<file path="config.mk">
export PLATFORM = sky130hd
export DESIGN_NAME = pc_npc_sequencer_flat
export DESIGN_NICKNAME = d
export VERILOG_FILES = /design/src/rtl/pc_npc_sequencer_if.sv /design/src/rtl/pc_npc_sequencer.sv /design/src/flat_wrapper.sv
export SDC_FILE = /design/constraint.sdc
export NUM_CORES = 1
export LEC_CHECK = 0
export CAP_MARGIN = 20
export CORE_MARGIN = 2
export CORE_UTILIZATION = 45
export DETAILED_ROUTE_END_ITERATION = 8
export PLACE_DENSITY = 0.77
export SLEW_MARGIN = 20
export SYNTH_ARGS = -nofsm -noshare
export SYNTH_HDL_FRONTEND = slang
export SYNTH_SLANG_ARGS = --single-unit
</file>
<file path="constraint.sdc">
create_clock -name clk -period 3.05 [get_ports clk]
set_input_delay 0.305 -clock clk [delete_from_list [all_inputs] [get_ports clk]]
set_output_delay 0.305 -clock clk [all_outputs]
set_load 0.05 [all_outputs]
</file>
<file path="src/rtl/pc_npc_sequencer_if.sv">
// Handshake bundle between decode/branch resolution (master) and the PC/nPC sequencer (slave).
interface pc_npc_sequencer_if #(
  parameter int unsigned WIDTH = 32
);
  logic             stall;
  logic             ctl_valid;
  logic [1:0]       ctl_type;
  logic             cond_true;
  logic             annul_bit;
  logic [WIDTH-1:0] ta;
  logic [WIDTH-1:0] alu_out;
  logic             trap_req;
  logic [WIDTH-1:0] trap_vec;
  logic [WIDTH-1:0] pc;
  logic [WIDTH-1:0] npc;
  logic             pc_le;
  logic             npc_le;
  logic [1:0]       pc_mux;
  logic             squash;
  logic [1:0]       state;

  modport master (
    output stall, ctl_valid, ctl_type, cond_true, annul_bit, ta, alu_out, trap_req, trap_vec,
    input  pc, npc, pc_le, npc_le, pc_mux, squash, state
  );

  modport slave (
    input  stall, ctl_valid, ctl_type, cond_true, annul_bit, ta, alu_out, trap_req, trap_vec,
    output pc, npc, pc_le, npc_le, pc_mux, squash, state
  );
endinterface

</file>
<file path="src/rtl/pc_npc_sequencer.sv">
// Architectural PC/nPC sequencer with SPARC delayed-branch, annul and trap redirect handling.
module pc_npc_sequencer #(
  parameter int unsigned      WIDTH    = 32,
  parameter logic [WIDTH-1:0] RESET_PC = '0,
  parameter int unsigned      INC      = 4
) (
  input  logic                clk,
  input  logic                clr,
  pc_npc_sequencer_if.slave   bus
);

  localparam logic [WIDTH-1:0] INC_W = WIDTH'(INC);

  localparam logic [1:0] CTL_SEQ  = 2'b00;
  localparam logic [1:0] CTL_BICC = 2'b01;
  localparam logic [1:0] CTL_UNC  = 2'b10;
  localparam logic [1:0] CTL_JMPL = 2'b11;

  localparam logic [1:0] MUX_SEQ  = 2'b00;
  localparam logic [1:0] MUX_TA   = 2'b01;
  localparam logic [1:0] MUX_ALU  = 2'b10;
  localparam logic [1:0] MUX_TRAP = 2'b11;

  typedef enum logic [1:0] {
    ST_RESET = 2'b00,
    ST_RUN   = 2'b01,
    ST_TRAP  = 2'b10
  } state_e;

  state_e           state_q, state_d;
  logic [WIDTH-1:0] pc_q, pc_d;
  logic [WIDTH-1:0] npc_q, npc_d;
  logic             squash_q, squash_d;
  logic             load_en;
  logic [1:0]       mux_sel;

  always_ff @(posedge clk or negedge clr) begin
    if (!clr) begin
      state_q  <= ST_RESET;
      pc_q     <= RESET_PC;
      npc_q    <= RESET_PC + INC_W;
      squash_q <= 1'b0;
    end else begin
      state_q  <= state_d;
      pc_q     <= pc_d;
      npc_q    <= npc_d;
      squash_q <= squash_d;
    end
  end

  always_comb begin
    state_d  = state_q;
    pc_d     = pc_q;
    npc_d    = npc_q;
    squash_d = squash_q;
    load_en  = 1'b0;
    mux_sel  = MUX_SEQ;

    unique case (state_q)
      ST_RESET: state_d = ST_RUN;

      ST_RUN, ST_TRAP: begin
        if (bus.trap_req) begin
          // Trap wins over stall and any pending control transfer.
          load_en  = 1'b1;
          mux_sel  = MUX_TRAP;
          pc_d     = bus.trap_vec;
          npc_d    = bus.trap_vec + INC_W;
          squash_d = 1'b0;
          state_d  = ST_TRAP;
        end else if (state_q == ST_TRAP) begin
          state_d = ST_RUN;
        end else if (!bus.stall) begin
          load_en  = 1'b1;
          pc_d     = npc_q;
          npc_d    = npc_q + INC_W;
          squash_d = 1'b0;
          // An annulled instruction at pc never redirects.
          if (bus.ctl_valid && !squash_q) begin
            unique case (bus.ctl_type)
              CTL_SEQ: ;
              CTL_BICC: begin
                if (bus.cond_true) begin
                  mux_sel = MUX_TA;
                  npc_d   = bus.ta;
                end else begin
                  squash_d = bus.annul_bit;
                end
              end
              CTL_UNC: begin
                mux_sel  = MUX_TA;
                npc_d    = bus.ta;
                squash_d = bus.annul_bit;
              end
              CTL_JMPL: begin
                mux_sel = MUX_ALU;
                npc_d   = bus.alu_out;
              end
              default: ;
            endcase
          end
        end
      end

      default: state_d = ST_RESET;
    endcase
  end

  assign bus.pc     = pc_q;
  assign bus.npc    = npc_q;
  assign bus.squash = squash_q;
  assign bus.state  = state_q;
  assign bus.pc_le  = load_en;
  assign bus.npc_le = load_en;
  assign bus.pc_mux = mux_sel;

endmodule

</file>
<file path="src/flat_wrapper.sv">
// flat-port wrapper written by rule: the top's interface ports become plain ports
module pc_npc_sequencer_flat 
#(
  parameter int unsigned      WIDTH    = 32,
  parameter logic [WIDTH-1:0] RESET_PC = '0,
  parameter int unsigned      INC      = 4
)
  (clk, clr, bus_stall, bus_ctl_valid, bus_ctl_type, bus_cond_true, bus_annul_bit, bus_ta, bus_alu_out, bus_trap_req, bus_trap_vec, bus_pc, bus_npc, bus_pc_le, bus_npc_le, bus_pc_mux, bus_squash, bus_state);
  pc_npc_sequencer_if #(.WIDTH(WIDTH)) bus_i ();
  input  logic clk;
  input  logic clr;
  input wire logic [$bits(bus_i.stall)-1:0] bus_stall;
  input wire logic [$bits(bus_i.ctl_valid)-1:0] bus_ctl_valid;
  input wire logic [$bits(bus_i.ctl_type)-1:0] bus_ctl_type;
  input wire logic [$bits(bus_i.cond_true)-1:0] bus_cond_true;
  input wire logic [$bits(bus_i.annul_bit)-1:0] bus_annul_bit;
  input wire logic [$bits(bus_i.ta)-1:0] bus_ta;
  input wire logic [$bits(bus_i.alu_out)-1:0] bus_alu_out;
  input wire logic [$bits(bus_i.trap_req)-1:0] bus_trap_req;
  input wire logic [$bits(bus_i.trap_vec)-1:0] bus_trap_vec;
  output wire logic [$bits(bus_i.pc)-1:0] bus_pc;
  output wire logic [$bits(bus_i.npc)-1:0] bus_npc;
  output wire logic [$bits(bus_i.pc_le)-1:0] bus_pc_le;
  output wire logic [$bits(bus_i.npc_le)-1:0] bus_npc_le;
  output wire logic [$bits(bus_i.pc_mux)-1:0] bus_pc_mux;
  output wire logic [$bits(bus_i.squash)-1:0] bus_squash;
  output wire logic [$bits(bus_i.state)-1:0] bus_state;
  assign bus_i.stall = bus_stall;
  assign bus_i.ctl_valid = bus_ctl_valid;
  assign bus_i.ctl_type = bus_ctl_type;
  assign bus_i.cond_true = bus_cond_true;
  assign bus_i.annul_bit = bus_annul_bit;
  assign bus_i.ta = bus_ta;
  assign bus_i.alu_out = bus_alu_out;
  assign bus_i.trap_req = bus_trap_req;
  assign bus_i.trap_vec = bus_trap_vec;
  assign bus_pc = bus_i.pc;
  assign bus_npc = bus_i.npc;
  assign bus_pc_le = bus_i.pc_le;
  assign bus_npc_le = bus_i.npc_le;
  assign bus_pc_mux = bus_i.pc_mux;
  assign bus_squash = bus_i.squash;
  assign bus_state = bus_i.state;
  pc_npc_sequencer #(.WIDTH(WIDTH), .RESET_PC(RESET_PC), .INC(INC)) u_core (.clk(clk), .clr(clr), .bus(bus_i));
endmodule
</file>
==> out/results.ini <==
[finish]
antenna_cells = 0
drive_above_1_share_pct = 6.90
final_cell_count_no_fill = 890
design_area_sq_um = 6950
layout-area-overhead-vs-synth_pct = 46.0
final.fill_count = 892
nNetsFinal = 863

[pwr]
clkPwrFrac_pct = 10.7
p_comb_share_pct = 62.5
p_switching_uw = 3750
power_density_nw_per_um2 = 1000
total_leakage_power_uw = 0.00273
power.share.switching_pct = 53.9
ir_worst_vdd_mv = 0.954
seq_power_share_pct = 26.7
cell_internal_pwr_uw = 3210

[yosys]
ys_warn_count = 0
synth_top_flop_cell = dfrtp_1
synth-seq-cells = 67
syn_avg_cell_area_sq_um = 8.25
synth_edf_count = 0
syn_area_sq_um = 4760
synth_nets = 691
synth-seq-area-share_pct = 35.2
synth_cells = 577
yosysUniqueCellTypes = 58
ys_async_sr_fraction_pct = 100

[sta]
slew_headroom_pct = 39.7
fin_skew_ps = 11.5
worst_pin_slew_ps = 905
min_period_ps = 2840
finalWorstSetupSlack_ps = 212
tns_ps = 0
rsz0062_at_grt = false
fmax_mhz = 352
finalSetupViolations = 0
finalHoldViolCount = 0
fin_crit_sh_pct = 93.0
slew_violations = 0

[place]
placed_area_sq_um = 6750
io_buffers = 175
place_congestion = 0.929
pre_cts_slack_ps = 243
dp_hpwl_mm = 12.8
place_inst = 873

[global_routing]
grt_use_met1_pct = 42.1
grt_use_total_pct = 31.0
grt_pass1_wl_mm = 27.9
grtUsageMet3_pct = 4.19
grt_pass1_vias = 5417
met2_usage_pct = 51.0
grt_max_degree = 77
grt-ovfl-total = 0
antenna_found_initial = 0
top_usage_layer = met2

[drt]
post_drt_wl_per_cell_um = 19.2
drtIter0Drc = 393
vias = 5361
viasPerCell = 6.02
routed_wl_mm = 17.1
first_pass_iters = 5
drc = 0
ant_nets = 0

[clock_tree]
cts.reportedPaths.clkPinSlew_ps = 70
cts.sinks = 67
htree_levels = 3
cts_buffers = 9
clk_path_buf_depth = 2
cts_resized = 0
worstSkewPairLatency_ps = 360
cts-root-buf = clkbuf_8
cts_tree = yes

[hold_path]
hold_path.class = flip-flop to flip-flop

[worst_setup_path]
path_buf_inv = 2
required_ps = 2740
crit_path_start_kind = flip-flop
critPathArrivalTime_ps = 2530
path_cells = inv_1, ha_1, nor2_1, a31oi_1, nor2b_1, clkdlybuf4s50_1
critPathMaxStageDelay_ps = 820
cp_slowest_cell = clkdlybuf4s50_1
crit_family = buffers and inverters
worst_setup_path_end_kind = primary output
crit_type = flip-flop to primary output
crit_fanout = 4

[job]
maxCapViolCount = 0

[run_status]
outcome = finished clean

[die]
die-area_sq_um = 11400
initial_utilization_pct = 46.3
io_pins = 176
fp-row-count = 37
core_sq_um = 10300
die_w_um = 107
fp.dieH_um = 107

[registers in the layout, indices dropped and copies added (netlist names)]
| name | cells |
|---|---|
| u_core.bus.npc | 32 |
| u_core.bus.pc | 32 |
| u_core.bus.state | 2 |
| u_core.bus.squash | 1 |
[area by class of cell]
class / instances / area (sq um) / share of cell area (%)
well taps: 136 / 170 / 2.45
flip-flops and latches: 67 / 1680 / 24.1
clock buffers: 9 / 124 / 1.78
inverters: 9 / 33.8 / 0.486
clock inverters: 7 / 68.8 / 0.990
multi-input cells: 464 / 2920 / 42.0
repair buffers: 198 / 1960 / 28.2
[power by group through the flow]
| stage | Sequential (uW) | Combinational, uW | Clock [uW] |
|---|---|---|---|
| after floorplan | 3160 | 1420 | 0 |
| after detailed placement | 1860 | 4360 | 0 |
| after CTS | 1850 | 4370 | 748 |
| after global routing | 1920 | 4630 | 799 |
| after global placement | 1840 | 4290 | 0 |
| final | 1860 | 4350 | 747 |
[metal layers]
layer | up-vias | share of wire (%)
met4 | 0 | 1.9
met1 | 2568 | 43
met5 | - | 0
met3 | 25 | 7.5
met2 | 276 | 48
li1 | 2492 | -
[repair_timing]
| action | CTS | global route |
|---|---|---|
| hold buffers | 1 | 0 |
| buffers inserted | 0 | 0 |
| endpoints found under the setup margin | 0 | 0 |
| endpoints found under the hold margin | 25 | 0 |
[path summary, 6_finish.rpt]
check | startpoint | to | slack [ps] | cells after the start
hold / removal | u_core.bus.pc[0] | u_core.bus.pc[0] | 480 | 2
min in group asynchronous | clr | u_core.bus.pc[27] | 500 | 2
max in group asynchronous | clr | u_core.bus.npc[28] | 1770 | 3
setup reg to reg | u_core.bus.npc[9] | u_core.bus.npc[31] | 340 | 5
hold reg to reg | u_core.bus.pc[0] | u_core.bus.pc[0] | 480 | 2
setup / recovery | u_core.bus.state[0] | bus_pc_mux[0] | 210 | 6
[through the flow]
stage	power [uW]	utilization [%]	hold slack, ps
final	6960	67.6	477
after global routing	7350	67.6	513
after CTS	6960	67.6	485
after detailed placement	6210	65.7	349
after global placement	6130	65.7	346
after floorplan	4580	-	9.41
[cells in the mapped netlist, types with 3 or more instances]
master	count	share of area (%)
nor4_1	4	0.53
o21ai_0	71	7.5
mux2i_1	31	6.5
buf_1	4	0.32
nor4b_1	4	0.74
dfrtp_1	66	35
and2_1	4	0.53
nor3_1	16	1.7
inv_1	9	0.71
xnor2_1	16	2.9
a21o_1	4	0.63
nand3_1	25	2.6
nand4_1	12	1.6
xor2_1	13	2.4
a22o_1	5	0.92
a22oi_1	27	4.3
a31oi_1	13	1.7
a221oi_1	6	1.1
nand2b_1	5	0.66
or3_1	5	0.66
nor3b_1	3	0.47
nand2_1	63	5.0
ha_1	9	2.4
nor2b_1	6	0.79
a211oi_1	6	0.95
and3_1	8	1.1
o22ai_1	4	0.53
o32ai_1	4	0.74
a21oi_1	30	3.2
clkbuf_1	30	2.4
nor2_1	39	3.1
[cells in the final DEF (no fill, tap or decap), drive strengths merged, types with 3 or more instances in the layout]
master         Yosys  routed
o21ai             71      71
nor4               4       4
ha                 9       9
nor2              39      39
nor4b              4       4
a211oi             6       6
and3               8       8
o221ai             3       3
clkinv             0       4
nand2b             5       5
nand4             13      13
a21oi             30      30
clkbuf            31       9
o22ai              4       4
a22oi             27      27
a21o               4       4
and2               4       4
or3                6       6
a31oi             13      13
mux2i             31      31
inv                9       9
buf                6      27
or4                3       3
xor2              13      13
nor3              16      16
nand2             63      63
nand3             25      25
nor2b              6       6
clkdlybuf4s50      0     170
a221oi             6       6
xnor2             16      16
a22o               5       5
dfrtp             66      66
o32ai              4       4
nor3b              3       3
[logic make-up after synthesis]
family / count (synthesis) / synth area share [%]
AND/OR/NAND/NOR: 204 / 21.4
AO/OA/AOI/OAI: 191 / 25.4
flip-flops: 67 / 35.2
buffers and inverters: 46 / 3.76
multiplexers: 31 / 6.52
XOR/XNOR: 29 / 5.33
adder cells (fa/ha/maj): 9 / 2.36
[tightest hold or removal path, cell delays in order (launching register included)]
cell and delay (ps):
dfrtp_1 340, nand2_1 40, o21ai_0 60
Note: power is estimated with default switching activity, not from simulation.
